`config.mk`:
```
export PLATFORM = sky130hd
export DESIGN_NAME = program_loader
export DESIGN_NICKNAME = d
export VERILOG_FILES = /design/src/rtl/program_loader.sv
export SDC_FILE = /design/constraint.sdc
export NUM_CORES = 1
export LEC_CHECK = 0
export ABC_AREA = 1
export CAP_MARGIN = 20
export CORE_MARGIN = 2
export CORE_UTILIZATION = 45
export DETAILED_ROUTE_END_ITERATION = 7
export PLACE_DENSITY = 0.68
export SLEW_MARGIN = 25
export SYNTH_ARGS = -nofsm -noshare
export SYNTH_HDL_FRONTEND = slang
export SYNTH_SLANG_ARGS = --single-unit
```
`constraint.sdc`:
```
create_clock -name clk -period 4.6 [get_ports clk]
set_input_delay 0.92 -clock clk [delete_from_list [all_inputs] [get_ports clk]]
set_output_delay 0.92 -clock clk [all_outputs]
set_load 0.02 [all_outputs]
```
`src/rtl/program_loader.sv`:
```
// program_loader: byte-stream loader that fills instruction memory while holding the CPU.
// Stream format: LEN, then N pairs of {HI opcode byte, LO literal byte}, then an 8-bit checksum.
module program_loader #(
  parameter int DEPTH = 128,
  localparam int AW = $clog2(DEPTH)
) (
  input  logic          clk,
  input  logic          rst,
  input  logic          start,
  input  logic          rx_valid,
  input  logic [7:0]    rx_data,
  output logic          rx_ready,
  output logic          im_we,
  output logic [AW-1:0] im_addr,
  output logic [14:0]   im_wdata,
  output logic          cpu_hold,
  output logic          done,
  output logic          error,
  output logic [7:0]    count
);
  typedef enum logic [2:0] {IDLE, LEN, HI, LO, CSUM, ERR} state_t;
  localparam logic [8:0] DEPTH_W = 9'(DEPTH);
  localparam logic [AW-1:0] LAST = AW'(DEPTH - 1);
  state_t state_q, state_d;
  logic [7:0] len_q, len_d, acc_q, acc_d, count_q, count_d;
  logic [6:0] op_q, op_d;
  logic [AW-1:0] widx_q, widx_d, addr_q, addr_d;
  logic [14:0] wdata_q, wdata_d;
  logic we_q, we_d, done_q, done_d, error_q, error_d, take;
  assign rx_ready = state_q inside {LEN, HI, LO, CSUM};
  assign take = rx_ready && rx_valid;
  assign cpu_hold = state_q != IDLE;
  assign im_we = we_q;
  assign im_addr = addr_q;
  assign im_wdata = wdata_q;
  assign done = done_q;
  assign error = error_q;
  assign count = count_q;
  always_comb begin
    state_d = state_q;
    len_d = len_q;
    acc_d = acc_q;
    count_d = count_q;
    op_d = op_q;
    widx_d = widx_q;
    addr_d = addr_q;
    wdata_d = wdata_q;
    we_d = 1'b0;
    done_d = 1'b0;
    error_d = error_q;
    case (state_q)
      IDLE, ERR: if (start) begin
        state_d = LEN;
        count_d = '0;
        error_d = 1'b0;
        acc_d = '0;
        widx_d = '0;
      end
      LEN: if (take) begin
        acc_d = acc_q + rx_data;
        len_d = rx_data;
        state_d = (rx_data == 8'd0 || {1'b0, rx_data} > DEPTH_W) ? ERR : HI;
      end
      HI: if (take) begin
        acc_d = acc_q + rx_data;
        op_d = rx_data[6:0];
        state_d = rx_data[7] ? ERR : LO;
      end
      LO: if (take) begin
        acc_d = acc_q + rx_data;
        we_d = 1'b1;
        addr_d = widx_q;
        wdata_d = {op_q, rx_data};
        widx_d = widx_q == LAST ? widx_q : widx_q + AW'(1);
        count_d = count_q + 8'd1;
        state_d = count_q + 8'd1 < len_q ? HI : CSUM;
      end
      CSUM: if (take) begin
        done_d = rx_data == acc_q;
        state_d = rx_data == acc_q ? IDLE : ERR;
      end
      default: state_d = IDLE;
    endcase
    // entering ERR from any state latches the sticky flag; leaving via start clears it above
    if (state_d == ERR) error_d = 1'b1;
  end
  always_ff @(posedge clk or posedge rst) begin
    if (rst) begin
      state_q <= IDLE;
      len_q <= '0;
      acc_q <= '0;
      count_q <= '0;
      op_q <= '0;
      widx_q <= '0;
      addr_q <= '0;
      wdata_q <= '0;
      we_q <= 1'b0;
      done_q <= 1'b0;
      error_q <= 1'b0;
    end else begin
      state_q <= state_d;
      len_q <= len_d;
      acc_q <= acc_d;
      count_q <= count_d;
      op_q <= op_d;
      widx_q <= widx_d;
      addr_q <= addr_d;
      wdata_q <= wdata_d;
      we_q <= we_d;
      done_q <= done_d;
      error_q <= error_d;
    end
  end
endmodule
```
# Word level (Yosys, flattened, before mapping)
# Cells that the tools add are included.
# op_classes
n_addsub	3
mul	0
n_div	0
order_cmp	2
n_eq_ne	12
n_shift	0
muxes	26
bitwise	0
n_reduce_logical	19
# op_table
operator	count
case mux 8 bit (2 select lines)	2
two-way mux 3 bit	9
two-way mux 8 bit	3
two-way mux 7 bit	3
case mux 3 bit (5 select lines)	1
case mux 7 bit (2 select lines)	1
equality test 3 bit, second input constant	3
adder 8 x 1 -> 8 bit, second input constant	1
adder 8 bit	1
equality test 8 bit	1
> comparator 8 bit, second input constant	1
logical NOT 8 bit	1
less-than comparator 8 bit	1
AND reduction 2 bit	4
nonzero test 2 bit	4
adder 7 x 1 -> 7 bit, second input constant	1
equality test 7 bit, second input constant	1
two-way mux 1 bit	7
equality test 3 x 2 -> 1 bit, second input constant	2
!= test 2 bit, second input constant	3
AND reduction 3 bit	2
AND reduction 4 bit	1
nonzero test 4 bit	1
equality test 3 x 1 -> 1 bit, second input constant	1
7 further kinds	7
# totals
register_bits	66
latch_bits	0
ramBits	0
romBits	0
input_bits	12
output_inout_bits	35
wordCells	73
memories	0

# Depth between registers and ports, before layout
# depth
word_depth	8
mapped_depth	15
mapped_depth_nobuf	15

# Worst setup path after synthesis
# No wires, ideal clock.
# synth_timing
path_kind	in2reg
startpoint	input port rx_data[0]
endpoint	register acc_q[6]
setup_time_ps	126
arrival_time_ps	2089
required_ps	4474
path_slack_ps	2385
path_stages	10
n_path_buf	0
path_cell_list	ha_1 > fa_1 > nand3_1 > nand3_1 > nand2_1 > nand2_1 > a21oi_1 > nand2_1 > nand2_1 > o21ai_0
# synth_via
elab_chain_len	3
# synth_lines
element	line_no	text
start, declared	11	input logic [7:0] rx_data,
adder 8 bit	60, 65, 70	
two-way mux 8 bit	59, 64, 69	
case mux 8 bit (2 select lines)	51	case (state_q)
end signal, assigned	91	acc_q <= '0;
end signal, assigned	103	acc_q <= acc_d;
end, declared	25	logic [7:0] len_q, len_d, acc_q, acc_d, count_q, count_d;
# Every way passes these cells. The select of a mux whose other input is x is not followed.
# A chain may end at the register's enable or synchronous reset.

# Worst setup path after layout
# layout_timing
startpoint	register state_q[0]
endpoint	output port rx_ready
# layout_via
elab_chain_len	2
word_cells_on_any_way	5
cone_classes	4 x eq/ne; 1 x reduce/logical
# layout_lines
element	line_no	text
start, declared	24	state_t state_q, state_d;
start signal, assigned	101	state_q <= state_d;
equality test 3 x 1 -> 1 bit (tied with other cells)	30	assign rx_ready = state_q inside {LEN, HI, LO, CSUM};
nonzero test 4 bit (*)	30	
end, declared	12	output logic rx_ready,
# Every way passes the cells marked *; elsewhere a longest branch is shown, timed or not.

==> summary.log <==
[critical_path] cell seen most often among critical-path stages nand2_1
[synth] synthesized area divided by synthesized cell count 8.28 um^2
[critical_path] Worst Path Max Fanout 5
[synth] post-synthesis instance area 0.00330 mm^2
[power] power density of the placed cells 616 mW/mm^2
[global_routing] GRT Resource Usage Total 18.9%
[synth] Yosys warnings 0
[worst_hold_path] hold path depth 2
[flow_run] max_cap viols 0
[sta] # setup viols final 0
[cts] master cell of the clock root buffer clkbuf_8
[routing] remaining routing DRC violations 0
[die] effective utilization at floorplan 46.0%
[synth] number of instances in the synthesized netlist 399
[cts] insertion delay of the later-clocked pin in the worst-skew pair 350 ps
[synth] sequential cell area fraction in the yosys report 50.0%
[sta] Period minus WS final 2760 ps
[synth] number of flops mapped to enable cells by yosys 0
[synth] library cell occupying the most area in the post-synthesis netlist dfrtp_1
[critical_path] longest individual stage delay on the worst path 610 ps
[routing] met2 wire len 2.97 mm
[global_routing] via count of the first global-routing pass 2503
[cts] # Post-CTS Setup Buffers 0
[sta] worst-case clock skew 6.41 ps
[routing] remaining antenna violation count after routing 0
[critical_path] slowest CP cell clkdlybuf4s50_1
[sta] final-layout setup total negative slack 0 ps
[synth] top post-synthesis cells by count 117 x nand2_1, 66 x dfrtp_1, 46 x inv_1, 46 x o21ai_0, 28 x nor2_1
[synth] cell types occupying the most area after synthesis dfrtp_1 50%, nand2_1 13%, o21ai_0 7.0%
[cts] buffer levels on the longest clock path 2
[synth] most common flop cell mapped by yosys dfrtp_1
[die] vertical extent of the die 89.7 um
[critical_path] CP Data Arrival Time 1840 ps
[cts] clock slew at the register clock pins of the worst setup and hold paths 80 ps
[global_routing] maximum number of pins on one net before global-route repair 45
[synth] Yosys top cell area share 50.0%
[routing] initial detailed-routing violation count 148
[placement] placed instance count 538
[synth] share of flip-flops with an asynchronous set or reset after synthesis 100%
[critical_path] endpoint required time on the critical path 3680 ps
[synth] Synthesized Nets 428
[sta] number of slew-limit violations in the final report 0
[critical_path] Worst R2R Setup Slack 2250 ps
[critical_path] reg2reg path depth 14
[status] run status complete, no violations
[cts] H-tree depth reported by CTS 3
[routing] router iterations before antenna repair 4
[power] cell leakage power 2.01 nW
[routing] mean routed wirelength per cell 12.3 um
[layout] final-stage net count 479
[layout] Area growth syn-to-layout 24.5%
[critical_path] CP Cell Sequence nor2_1 -> nand2_1 -> nand2_1 -> clkdlybuf4s50_1
[critical_path] buffering stage count on the worst path with inverters included 1
[cts] Num Clock Sinks 66
[routing] met3 wirelength from detailed routing 298 um
[synth] unique cell type count in the Yosys netlist 29
[layout] combined flip-flop and latch cell area 0.00165 mm^2
[placement] Port Buffers 46
[worst_hold_path] HP Class reg2reg
[layout] fraction of layout instances using a drive strength above 1 6.81%
[global_routing] global route total overflow 0
[critical_path] worst flop-to-flop path endpoint error
[sta] Hold Fails Final Rpt 0
[critical_path] CP startpoint kind register
[critical_path] Reg-to-Reg Start count[0]
[power] Peak VDD IR 0.322 mV
[sta] Slew Limit Headroom 49.1%
[placement] detailed placer's ending HPWL 4.98 mm
[cts] number of cells upsized or downsized after cts 0
[die] area inside the core boundary 0.00718 mm^2
[cts] count of hold buffers inserted by post-cts repair 0
[routing] highest layer used for signal routing met4
[synth] register bit count reported by yosys 66
[critical_path] cell family contributing the most delay on the critical path buffers and inverters
[routing] WL met1 3.42 mm
[routing] detail-routed via count per cell 4.89
[routing] vias post-DR 2707
[sta] actual transition at the worst max-transition pin 762 ps
[worst_hold_path] start point of the worst hold path op_q[4]
[layout] Layout Cells excl Fill 554
[sta] period utilisation layout 60.0%
[placement] Final GP Congestion 0.866
[die] Core Rows 31
[sta] Max Clk Rate 0.363 GHz
[die] floorplan die width 89.7 um
[cts] Inserted Clock Buffers 9
[synth] most frequent cell after synthesis nand2_1
[critical_path] type of the setup path with the least slack reg2out
[worst_hold_path] worst min-delay path endpoint im_wdata[12]
[critical_path] Critical Path Sink Type output port
[global_routing] global-route wire length before repair 11.5 mm
[routing] total routed wirelength 6.80 mm
[die] die outline area 0.00804 mm^2
[layout] ant diodes 0
[global_routing] number of antenna violations at the first check in global routing 0
[layout] footprint of the multi-input gates 0.00142 mm^2
[cts] CTS tree yes
[die] num ports 47
[sta] RSZ-0062 raised after global routing false
[layout] Filler cells 640
-- worst max path at each step --
stage	from	endpoint	slack (ps)	depth (start not counted)
2_1_floorplan	rst	acc_q[0]	2030	1
3_3_place_gp	rx_valid	count[6]	1680	6
3_5_place_dp	rx_valid	count[6]	1570	6
4_1_cts	state_q[0]	rx_ready	1840	4
5_1_grt	state_q[0]	rx_ready	1750	4
6_report	state_q[0]	rx_ready	1840	4
-- kinds of logic after synthesis --
kind of cell             after synthesis  synth area share [%]
AO/OA/AOI/OAI                         74                  12.0
XOR/XNOR                              13                  3.45
AND/OR/NAND/NOR                      171                  21.0
adder cells (fa/ha/maj)               17                  6.67
buffers and inverters                 58                  6.86
flip-flops                            66                  50.0
-- layer usage --
layer / global-route usage [%] / vias up
met2: 28.8 / 52
met3: 4.48 / 16
met5: 0 / -
met1: 26.3 / 1252
li1: - / 1387
met4: 7.33 / 0
-- where the power goes --
group          switching, mW  total (mW)  internal, mW  leakage (nW)
sequential             0.127       0.908         0.781         0.867
combinational          0.596        1.01         0.416          1.02
clock                  0.247       0.612         0.366         0.121
total                  0.970        2.53          1.56          2.01
-- worst min-delay path: stages (launching register included) --
cell     delay, ps
dfrtp_1        350
nand2_1         50
nand2_1         50
-- cell type report --
| cell class | instances | area share (%) |
|---|---|---|
| Sequential cell | 66 | 40.2 |
| Multi-Input combinational cell | 275 | 34.6 |
| Timing Repair Buffer | 48 | 11.6 |
| Inverter | 50 | 4.60 |
| Clock buffer | 9 | 3.01 |
| Clock inverter | 7 | 3.01 |
| Tap cell | 99 | 3.01 |
-- flip-flops by register name, indices dropped and copies added, names as in the netlist --
register,count
acc_q,8
count,8
done,1
error,1
im_addr,7
im_wdata,15
im_we,1
len_q,8
op_q,7
state_q,3
widx_q,7
-- per-stage QoR --
stage | hold WS (ps) | area, um^2 | total power [mW] | util [%] | worst slack [ps]
detailed placement | 462 | 3860 | 1.94 | 53.8 | 1570
finish | 474 | 4110 | 2.53 | 57.3 | 1840
global placement | 459 | 3860 | 1.91 | 53.8 | 1680
floorplan | 449 | 3300 | 1.57 | - | 2030
CTS | 476 | 4110 | 2.55 | 57.3 | 1840
global route | 490 | 4110 | 2.73 | 57.3 | 1750
-- cell usage in the layout, fill, tap and decap left out, drive strengths merged --
master and instances:
nand2 117, dfrtp 66, o21ai 55, inv 52, clkdlybuf4s50 46, nor2 31, ha 16, nand3 15
a21oi 12, clkbuf 9, xor2 8, xnor2 5, nor3 5, o22ai 3, bufinv 3, buf 2
o21bai 2, a22o 1, o21a 1, nand3b 1, nand4 1, clkinv 1, nor4 1, fa 1
clkinvlp 1
(Power assumes the default switching activity.)
